===== src/rtl/mp_reg_file_pkg.sv =====
// mp_rf_pkg: shared definitions for the multi-port register file.
//   - rfState_e   : clear-sweep FSM state encoding (ST_CLEAR, ST_RUN)
//   - DEF_*       : default data/address widths
//   - unpackField : extract field idx of width w from a flattened port bus
package mp_rf_pkg;

    localparam int DEF_DATA_W = 32;
    localparam int DEF_ADDR_W = 5;

    // Largest flattened bus / single field the unpack helper handles
    // (4 read ports x 64-bit data).
    localparam int BUS_MAX   = 256;
    localparam int FIELD_MAX = 64;

    typedef enum logic {
        ST_CLEAR = 1'b0,
        ST_RUN   = 1'b1
    } rfState_e;

    // Caller truncates the result to its own field width.
    function automatic logic [FIELD_MAX-1:0] unpackField(input logic [BUS_MAX-1:0] bus,
                                                         input int unsigned       idx,
                                                         input int unsigned       w);
        return FIELD_MAX'(bus >> (idx * w));
    endfunction

endpackage


===== src/rtl/mp_reg_file_if.sv =====
// mp_reg_file_if: read/write bus of the multi-port register file.
//   rd_addr  NUM_RD*ADDR_W  read addresses, port i at [i*ADDR_W +: ADDR_W]
//   rd_data  NUM_RD*DATA_W  read data, port i at [i*DATA_W +: DATA_W]
//   wr_en    NUM_WR         per-port write enable
//   wr_addr  NUM_WR*ADDR_W  write addresses
//   wr_data  NUM_WR*DATA_W  write data
//   ready    1              clear sweep finished, writes accepted
//   wr_clash 1              sticky same-address dual-write flag
// master = pipeline side (ID/WB), slave = register file.
interface mp_reg_file_if #(
    parameter int DATA_W = 32,
    parameter int ADDR_W = 5,
    parameter int NUM_RD = 2,
    parameter int NUM_WR = 1
);
    logic [NUM_RD*ADDR_W-1:0] rd_addr;
    logic [NUM_RD*DATA_W-1:0] rd_data;
    logic [NUM_WR-1:0]        wr_en;
    logic [NUM_WR*ADDR_W-1:0] wr_addr;
    logic [NUM_WR*DATA_W-1:0] wr_data;
    logic                     ready;
    logic                     wr_clash;

    modport master (
        output rd_addr, wr_en, wr_addr, wr_data,
        input  rd_data, ready, wr_clash
    );

    modport slave (
        input  rd_addr, wr_en, wr_addr, wr_data,
        output rd_data, ready, wr_clash
    );
endinterface


===== src/rtl/mp_reg_file_clear_seq.sv =====
// rf_clear_seq: post-reset clear sweep for the register file.
// Writes zero to one entry per clock from index 0 up to DEPTH-1, then parks
// in RUN and raises ready until the next reset.
//   clk, rst_n  clock, async active-low reset (restarts the sweep)
//   clrWe       sweep write strobe (high for the whole CLEAR state)
//   clrAddr     entry being cleared this clock
//   ready       high in RUN
module rf_clear_seq
    import mp_rf_pkg::*;
#(
    parameter int ADDR_W = DEF_ADDR_W
) (
    input  logic              clk,
    input  logic              rst_n,
    output logic              clrWe,
    output logic [ADDR_W-1:0] clrAddr,
    output logic              ready
);

    rfState_e          state, stateNxt;
    // One extra bit so the carry out of the last entry marks completion.
    logic [ADDR_W:0]   idx, idxNxt;

    always_ff @(posedge clk or negedge rst_n) begin
        if (!rst_n) begin
            state <= ST_CLEAR;
            idx   <= '0;
        end else begin
            state <= stateNxt;
            idx   <= idxNxt;
        end
    end

    always_comb begin
        stateNxt = state;
        idxNxt   = idx;
        clrWe    = 1'b0;
        ready    = 1'b0;
        case (state)
            ST_CLEAR: begin
                clrWe  = 1'b1;
                idxNxt = idx + 1'b1;
                if (idxNxt[ADDR_W]) stateNxt = ST_RUN;
            end
            ST_RUN: begin
                ready = 1'b1;
            end
        endcase
    end

    assign clrAddr = idx[ADDR_W-1:0];

endmodule


===== src/rtl/mp_reg_file.sv =====
// mp_reg_file: parametrised multi-port register file for the pipelined core.
// NUM_RD combinational read ports, NUM_WR synchronous write ports, optional
// hardwired-zero entry 0 and optional write->read bypass. Contents are
// zeroed by a one-entry-per-clock sweep after reset; until it finishes every
// read returns 0 and external writes are dropped.
//   clk    clock, rising edge
//   rst_n  async active-low reset
//   rf     mp_reg_file_if slave (rd_addr/rd_data, wr_en/wr_addr/wr_data,
//          ready, wr_clash)
module mp_reg_file
    import mp_rf_pkg::*;
#(
    parameter int DATA_W   = DEF_DATA_W,
    parameter int ADDR_W   = DEF_ADDR_W,
    parameter int NUM_RD   = 2,
    parameter int NUM_WR   = 1,
    parameter int ZERO_REG = 1,
    parameter int BYPASS   = 1
) (
    input  logic         clk,
    input  logic         rst_n,
    mp_reg_file_if.slave rf
);

    localparam int DEPTH     = 2 ** ADDR_W;
    localparam bit ZERO_EN   = (ZERO_REG != 0);
    localparam bit BYPASS_EN = (BYPASS != 0);

    logic [DATA_W-1:0] mem [DEPTH];

    logic              clrWe;
    logic [ADDR_W-1:0] clrAddr;
    logic              ready;

    rf_clear_seq #(.ADDR_W(ADDR_W)) uClrSeq (
        .clk     (clk),
        .rst_n   (rst_n),
        .clrWe   (clrWe),
        .clrAddr (clrAddr),
        .ready   (ready)
    );

    // Unpacked views of the flattened port buses.
    logic [NUM_RD-1:0][ADDR_W-1:0] rdAddr;
    logic [NUM_RD-1:0][DATA_W-1:0] rdData;
    logic [NUM_WR-1:0][ADDR_W-1:0] wrAddr;
    logic [NUM_WR-1:0][DATA_W-1:0] wrData;

    for (genvar j = 0; j < NUM_WR; j++) begin : gWrUnpack
        assign wrAddr[j] = ADDR_W'(unpackField(BUS_MAX'(rf.wr_addr), j, ADDR_W));
        assign wrData[j] = DATA_W'(unpackField(BUS_MAX'(rf.wr_data), j, DATA_W));
    end

    for (genvar i = 0; i < NUM_RD; i++) begin : gRdUnpack
        assign rdAddr[i] = ADDR_W'(unpackField(BUS_MAX'(rf.rd_addr), i, ADDR_W));
    end

    // Effective write ports: the sweep borrows port 0 until ready.
    logic [NUM_WR-1:0]             weEff;
    logic [NUM_WR-1:0][ADDR_W-1:0] waEff;
    logic [NUM_WR-1:0][DATA_W-1:0] wdEff;

    always_comb begin
        for (int j = 0; j < NUM_WR; j++) begin
            weEff[j] = ready && rf.wr_en[j] && !(ZERO_EN && wrAddr[j] == '0);
            waEff[j] = wrAddr[j];
            wdEff[j] = wrData[j];
        end
        if (!ready) begin
            weEff[0] = clrWe;
            waEff[0] = clrAddr;
            wdEff[0] = '0;
        end
    end

    // Higher port index is applied last, so port 1 wins a same-address write.
    always_ff @(posedge clk) begin
        for (int j = 0; j < NUM_WR; j++) begin
            if (weEff[j]) mem[waEff[j]] <= wdEff[j];
        end
    end

    logic clashNow;
    logic wrClash;

    if (NUM_WR > 1) begin : gClash
        assign clashNow = ready && rf.wr_en[0] && rf.wr_en[1] &&
                          (wrAddr[0] == wrAddr[1]) &&
                          !(ZERO_EN && wrAddr[0] == '0);
    end else begin : gNoClash
        assign clashNow = 1'b0;
    end

    always_ff @(posedge clk or negedge rst_n) begin
        if (!rst_n)        wrClash <= 1'b0;
        else if (clashNow) wrClash <= 1'b1;
    end

    // Read mux per port: array, then bypass (later port overrides), then the
    // zero/not-ready forcing which beats everything.
    for (genvar i = 0; i < NUM_RD; i++) begin : gRd
        logic [DATA_W-1:0] rdVal;
        always_comb begin
            rdVal = mem[rdAddr[i]];
            if (BYPASS_EN) begin
                for (int j = 0; j < NUM_WR; j++) begin
                    if (rf.wr_en[j] && wrAddr[j] == rdAddr[i]) rdVal = wrData[j];
                end
            end
            if (!ready || (ZERO_EN && rdAddr[i] == '0)) rdVal = '0;
        end
        assign rdData[i] = rdVal;
    end

    assign rf.rd_data  = rdData;
    assign rf.ready    = ready;
    assign rf.wr_clash = wrClash;

endmodule


===== src/flat_wrapper.sv =====
// flat-port wrapper written by rule: the top's interface ports become plain ports
module mp_reg_file_flat import mp_rf_pkg::*;
#(
    parameter int DATA_W   = DEF_DATA_W,
    parameter int ADDR_W   = DEF_ADDR_W,
    parameter int NUM_RD   = 2,
    parameter int NUM_WR   = 1,
    parameter int ZERO_REG = 1,
    parameter int BYPASS   = 1
)
  (clk, rst_n, rf_rd_addr, rf_wr_en, rf_wr_addr, rf_wr_data, rf_rd_data, rf_ready, rf_wr_clash);
  mp_reg_file_if #(.DATA_W(DATA_W), .ADDR_W(ADDR_W), .NUM_RD(NUM_RD), .NUM_WR(NUM_WR)) rf_i ();
  input  logic clk;
  input  logic rst_n;
  input wire logic [$bits(rf_i.rd_addr)-1:0] rf_rd_addr;
  input wire logic [$bits(rf_i.wr_en)-1:0] rf_wr_en;
  input wire logic [$bits(rf_i.wr_addr)-1:0] rf_wr_addr;
  input wire logic [$bits(rf_i.wr_data)-1:0] rf_wr_data;
  output wire logic [$bits(rf_i.rd_data)-1:0] rf_rd_data;
  output wire logic [$bits(rf_i.ready)-1:0] rf_ready;
  output wire logic [$bits(rf_i.wr_clash)-1:0] rf_wr_clash;
  assign rf_i.rd_addr = rf_rd_addr;
  assign rf_i.wr_en = rf_wr_en;
  assign rf_i.wr_addr = rf_wr_addr;
  assign rf_i.wr_data = rf_wr_data;
  assign rf_rd_data = rf_i.rd_data;
  assign rf_ready = rf_i.ready;
  assign rf_wr_clash = rf_i.wr_clash;
  mp_reg_file #(.DATA_W(DATA_W), .ADDR_W(ADDR_W), .NUM_RD(NUM_RD), .NUM_WR(NUM_WR), .ZERO_REG(ZERO_REG), .BYPASS(BYPASS)) u_core (.clk(clk), .rst_n(rst_n), .rf(rf_i));
endmodule

===== config.mk =====
export PLATFORM = sky130hd
export DESIGN_NAME = mp_reg_file_flat
export DESIGN_NICKNAME = d
export VERILOG_FILES = /design/src/rtl/mp_reg_file_pkg.sv /design/src/rtl/mp_reg_file_if.sv /design/src/rtl/mp_reg_file_clear_seq.sv /design/src/rtl/mp_reg_file.sv /design/src/flat_wrapper.sv
export SDC_FILE = /design/constraint.sdc
export NUM_CORES = 1
export LEC_CHECK = 0
export CAP_MARGIN = 15
export CORE_UTILIZATION = 47
export DETAILED_ROUTE_END_ITERATION = 16
export DONT_BUFFER_PORTS = 1
export GPL_TIMING_DRIVEN = 0
export PLACE_DENSITY_LB_ADDON = 0.12
export SYNTH_ARGS = -nofsm -noshare
export SYNTH_HDL_FRONTEND = slang
export SYNTH_SLANG_ARGS = --single-unit

===== constraint.sdc =====
create_clock -name clk -period 3.2 [get_ports clk]
set_input_delay 0.48 -clock clk [delete_from_list [all_inputs] [get_ports clk]]
set_output_delay 0.48 -clock clk [all_outputs]
set_load 0.02 [all_outputs]

# --- Word level (Yosys, flattened, before mapping) ---
# Memory sizes are Yosys's and may differ from the RTL's.
# Cells that the tools add are included.
totals:
  register_bits: 7
  mem_bits_rw: 1024
  memories: 1
  output_inout_bits: 66
  input_bits: 50
op_classes:
  reduce_logical: 11
  n_mux: 13
  eq_ne: 2
  add_sub_neg: 1
mem_list:
  columns: ["name", "words", "word_bits", "read_ports", "rd_ports_with_merged_regs", "wr", "line", "text"]
  rows:
  - ["u_core.mem", 32, 32, 2, 0, 1, "mp_reg_file.sv:29", "logic [DATA_W-1:0] mem [DEPTH];"]
ops:
  columns: ["op", "n"]
  rows:
  - ["32-bit 2-to-1 mux", 5]
  - ["5-bit zero test", 3]
  - ["5-bit == test", 2]
  - ["1-bit 2-to-1 mux", 7]
  - ["6-bit by 1-bit adder with 6-bit output, second input constant", 1]
  - ["5-bit 2-to-1 mux", 1]
  - ["1-bit logical AND", 4]
  - ["1-bit zero test", 2]
  - ["1-bit logical OR", 2]

# --- Longest topological paths before layout ---
depth:
  ltp_word: 6
  mapped_depth: 10
  depth_no_buf: 5

# --- By module ---
# From an unflattened synthesis, not the netlist that was laid out.
hier_totals:
  cells_unflattened: 2683
  area_unflattened_um2: 48595.4
by_module_without_submodules:
  columns: ["module", "instances", "seq_area_each_um2", "cells_each", "area_each_um2"]
  rows:
  - ["mp_reg_file", 1, 30749.5, 2654, 48262.5]
  - ["rf_clear_seq", 1, 175.2, 29, 332.8]

# --- Least setup slack after synthesis ---
# No wires, ideal clock.
synth_timing:
  path_kind: "reg-to-reg"
  start: "register u_core.uClrSeq.state"
  end: "memory u_core.mem[1][0] (enable)"
  slack_ps: -94
  synth_period_minus_slack_ps: 3294
  path_stages_with_launch: 6
  t_arrival_ps: 2873
  setup_ps: 421
  n_path_buf: 2
  cell_sequence: "dfrtp_1 -> clkbuf_1 -> buf_1 -> nand3_1 -> a21o_1 -> nor2_1"
synth_via:
  elab_chain_cells: 6
  elab_cells_between_ends: 8
synth_lines:
  columns: ["element", "line", "text"]
  rows:
  - ["start, declared", "mp_reg_file_clear_seq.sv:20", "rfState_e state, stateNxt;"]
  - ["start signal, assigned", "mp_reg_file_clear_seq.sv:29", "state <= stateNxt;"]
  - ["1-bit 2-to-1 mux", "mp_reg_file_clear_seq.sv:39", "case (state)"]
  - ["1-bit logical AND (2 in a row)", "mp_reg_file.sv:65", "weEff[j] = ready && rf.wr_en[j] && !(ZERO_EN && wrAddr[j] == '0);"]
  - ["1-bit 2-to-1 mux", "mp_reg_file.sv:69", "if (!ready) begin"]
  - ["1-bit 2-to-1 mux", "mp_reg_file.sv:79", "if (weEff[j]) mem[waEff[j]] <= wdEff[j];"]
  - ["1-bit 2-to-1 mux (not written as such)", "mp_reg_file.sv:79", null]
  - ["end, declared", "mp_reg_file.sv:29", null]
# Several ways; a longest one is shown, not always the timed one.

# --- Worst setup path in the final report ---
layout_timing:
  start: "register u_core.uClrSeq.state"
  end: "output port rf_rd_data[12]"
layout_via:
  elab_chain_cells: 4
layout_lines:
  columns: ["element", "line", "text"]
  rows:
  - ["1-bit 2-to-1 mux", "mp_reg_file_clear_seq.sv:39", null]
  - ["1-bit zero test", null, null]
  - ["1-bit logical OR", "mp_reg_file.sv:110", "if (!ready || (ZERO_EN && rdAddr[i] == '0)) rdVal = '0;"]
  - ["32-bit 2-to-1 mux", "mp_reg_file.sv:110", null]
  - ["end, declared", "flat_wrapper.sv:19", "output wire logic [$bits(rf_i.rd_data)-1:0] rf_rd_data;"]
# Every way passes these cells.

==> impl_metrics.ini <==
[run_status]
outcome = finished with violations
violations = negative setup slack

[synthesis]
syn_nets = 2744
syn_inst = 2693
synth_cell_type_count = 54
syn-cell-area_sq_um = 49350
avgSynthCellArea_sq_um = 18.33
ys_ff_latch = 1031
yosys_warnings = 0
synth_ff_type = edfxtp_1
ys_seq_area_share_pct = 62.66
synth_edf_count = 1024
async_flop_share_pct = 0.6790

[global_routing]
grt_pass1_wl_microns = 239900
grt.overflow.total = 0
first_global_vias = 31210
antenna_found_initial = 8
grt_usage_pct = 32.39
grt_max_degree = 33

[die]
rows = 118
ioPinCount = 116
die_area_sq_um = 106300
fp.dieH_microns = 326.0
core_area_sq_um = 103800
die_x_microns = 326.0
initial_core_util_pct = 47.55

[clock_network]
htreeDepth = 3
clockBufferDepth = 3
clock_latency_ns = 0.72
cts_inserted_buffers = 109
cts_tree = yes
clk_pin_slew_worst_paths_ns = 0.06
cts.sinks = 1031
cts_root_buf = clkbuf_16

[placed_design]
port_buffers = 0
dp_hpwl_microns = 115200
dp_cells = 4116
pre_cts_slack_ns = -1.391
gp_congestion = 0.9168

[timing]
setup_viol = 38
min_period_ns = 3.352
setup_slack_ns = -0.1524
hold_viol_final = 0
clock_skew_ns = 0.03607
rsz0062_at_grt = yes
max_freq_ghz = 0.2983
finalCritPeriodShare_pct = 104.8
tightest_slew_ns = 1.386
max_slew_margin_pct = 7.616
drv_slew = 0

[setup_path]
required_ns = 2.72
end_kind = primary output
worstSetupPathType = flop to primary output
r2r_slack_ns = 0.01
rr_worst_depth = 6
cp_max_fo = 7
crit_arrival_ns = 2.87
start_kind = flop
reg2reg_from = u_core.uClrSeq.state
r2r-end = u_core.mem[24][20]

[power_and_ir_drop]
power_density_nw_per_um2 = 537.2
irDropWorstVdd_uv = 423.2
p_leak_uw = 0.01908

[hold_path]
hold_class = input port to async pin

[layout]
utilization_pct = 56.25
multi_input_area_sq_um = 18940
regArea_sq_um = 30930
area_delta_synth_final_pct = 18.29
nets = 2932
instances_no_fill = 4358
n_fill_cell = 7778
drive_gt1_share_pct = 38.08

[routing]
wl_met2_microns = 81930
remaining_drc_errors = 0
dr_wl_met3_microns = 20800
drtAntennaViolNets = 0
route.layer.met1.wl_microns = 63980
via_count = 31020
wl_per_cell_microns = 39.86
routed_wl_microns = 173700
vias_per_cell = 7.117
drtIter0Drc = 4979
dr.pass1.iters = 8
top_layer = met5

[run]
cap_violations = 0
power breakdown:
part | switching, uW | internal, uW | leakage (uW)
clock network | 5450 | 7580 | 0.00178
registers | 6.92 | 14900 | 0.00931
logic | 2200 | 1230 | 0.00798
placed cells by master, fill, tap and decap left out, types with 40 or more instances in the layout:
cell type,Yosys,routed
a211oi_2,0,40
a221oi_1,100,77
a221oi_2,25,48
a22oi_1,62,61
buf_12,3,42
buf_4,18,68
buf_6,19,56
clkbuf_16,0,116
clkbuf_4,2,44
edfxtp_1,1024,1024
mux2i_1,315,312
mux4_2,387,387
nor2b_1,68,66
worst max path at each step:
| stage | start | end | slack [ns] | cells after the start |
|---|---|---|---|---|
| after floorplan | u_core.uClrSeq.state | u_core.mem[1][0] | -0.09 | 5 |
| after global placement | u_core.uClrSeq.state | u_core.mem[13][21] | -2.93 | 5 |
| after detailed placement | rf_rd_addr[2] | rf_rd_data[21] | -1.39 | 7 |
| after CTS | rf_rd_addr[7] | rf_rd_data[44] | -0.20 | 7 |
| after global routing | u_core.uClrSeq.state | rf_rd_data[57] | -0.16 | 8 |
| final | u_core.uClrSeq.state | rf_rd_data[12] | -0.15 | 6 |
final cells by class:
cell class | instances | share of cell area (%)
Sequential cell | 1031 | 52.98
Multi-Input combinational cell | 1425 | 32.44
Clock buffer | 135 | 5.000
Buffer | 229 | 3.245
Tap cell | 1380 | 2.958
Timing Repair Buffer | 78 | 2.077
Clock inverter | 70 | 1.232
Inverter | 7 | 0.05572
Antenna cell | 3 | 0.01286
state kept, by name, summed over array words and instances, names as in the netlist:
name / count
u_core.mem: 1024
u_core.uClrSeq.idx: 6
u_core.uClrSeq.state: 1
per-stage QoR:
stage	instance area [sq um]	hold slack (ns)	total power [uW]	setup TNS, ns
4_1_cts	57350	0.1213	31150	-2.198
6_report	58380	0.1613	31360	-1.838
5_1_grt	58370	0.1658	31930	-2.469
3_5_place_dp	52120	0.1867	18120	-932.86
2_1_floorplan	49360	0.1844	17020	-29.21
3_3_place_gp	51080	0.1866	18030	-3045.47
synthesized netlist by cell type (3+ instances only):
| master | n | area (sq um) |
|---|---|---|
| a221oi_1 | 100 | 875.8 |
| buf_6 | 19 | 214.0 |
| buf_2 | 82 | 410.4 |
| inv_1 | 7 | 26.28 |
| clkbuf_1 | 95 | 356.6 |
| a221oi_2 | 25 | 375.4 |
| xnor2_1 | 13 | 113.9 |
| dfrtp_1 | 7 | 175.2 |
| a211oi_1 | 93 | 698.2 |
| and2_1 | 32 | 200.2 |
| a22oi_1 | 62 | 465.5 |
| a2111oi_0 | 33 | 289.0 |
| buf_4 | 18 | 135.1 |
| a21o_1 | 3 | 22.52 |
| or2_2 | 3 | 18.77 |
| o21ai_0 | 33 | 165.2 |
| a21oi_1 | 64 | 320.3 |
| edfxtp_1 | 1024 | 30750 |
| o21bai_1 | 31 | 232.7 |
| nor2b_1 | 68 | 425.4 |
| a211o_1 | 62 | 543.0 |
| nand2_1 | 21 | 78.83 |
| nand3_1 | 6 | 30.03 |
| mux4_2 | 387 | 8716 |
| xor2_1 | 3 | 26.28 |
| mux2_2 | 3 | 33.78 |
| mux2i_1 | 315 | 3153 |
| nor2_1 | 40 | 150.1 |
| nor4_1 | 3 | 18.77 |
| buf_1 | 8 | 30.03 |
| nor3_1 | 3 | 15.01 |
| buf_12 | 3 | 60.06 |
per-layer routing:
metal | global-route usage [%] | vias up
met5 | 0 | -
li1 | - | 12020
met3 | 9.749 | 436
met1 | 42.63 | 16460
met4 | 12.15 | 2
met2 | 50.85 | 2107
critical path, stage by stage, from the launching register on:
cell	delay, ns
dfrtp_4	0.58
inv_4	0.06
a21o_1	0.17
or2_4	0.34
clkbuf_16	0.20
a2111oi_4	0.55
a211o_4	0.24
cells by family after synthesis:
kind of cell,share of synthesized area (%)
buffers and inverters,2.599
XOR/XNOR,0.2840
flip-flops,62.66
other,0.007598
multiplexers,24.12
adder cells (fa/ha/maj),0.02535
AND/OR/NAND/NOR,1.995
AO/OA/AOI/OAI,8.311
what timing repair did:
| action | 4_1_cts | 5_1_grt |
|---|---|---|
| resized for setup | 438 | 162 |
| setup endpoints to repair | 1874 | 239 |
| hold buffers | 1 | 0 |
| buffers inserted | 12 | 18 |
| pin swaps | 45 | 54 |
| cloned | 1 | 1 |
| hold endpoints to repair | 7 | 0 |
(Power assumes the default switching activity.)
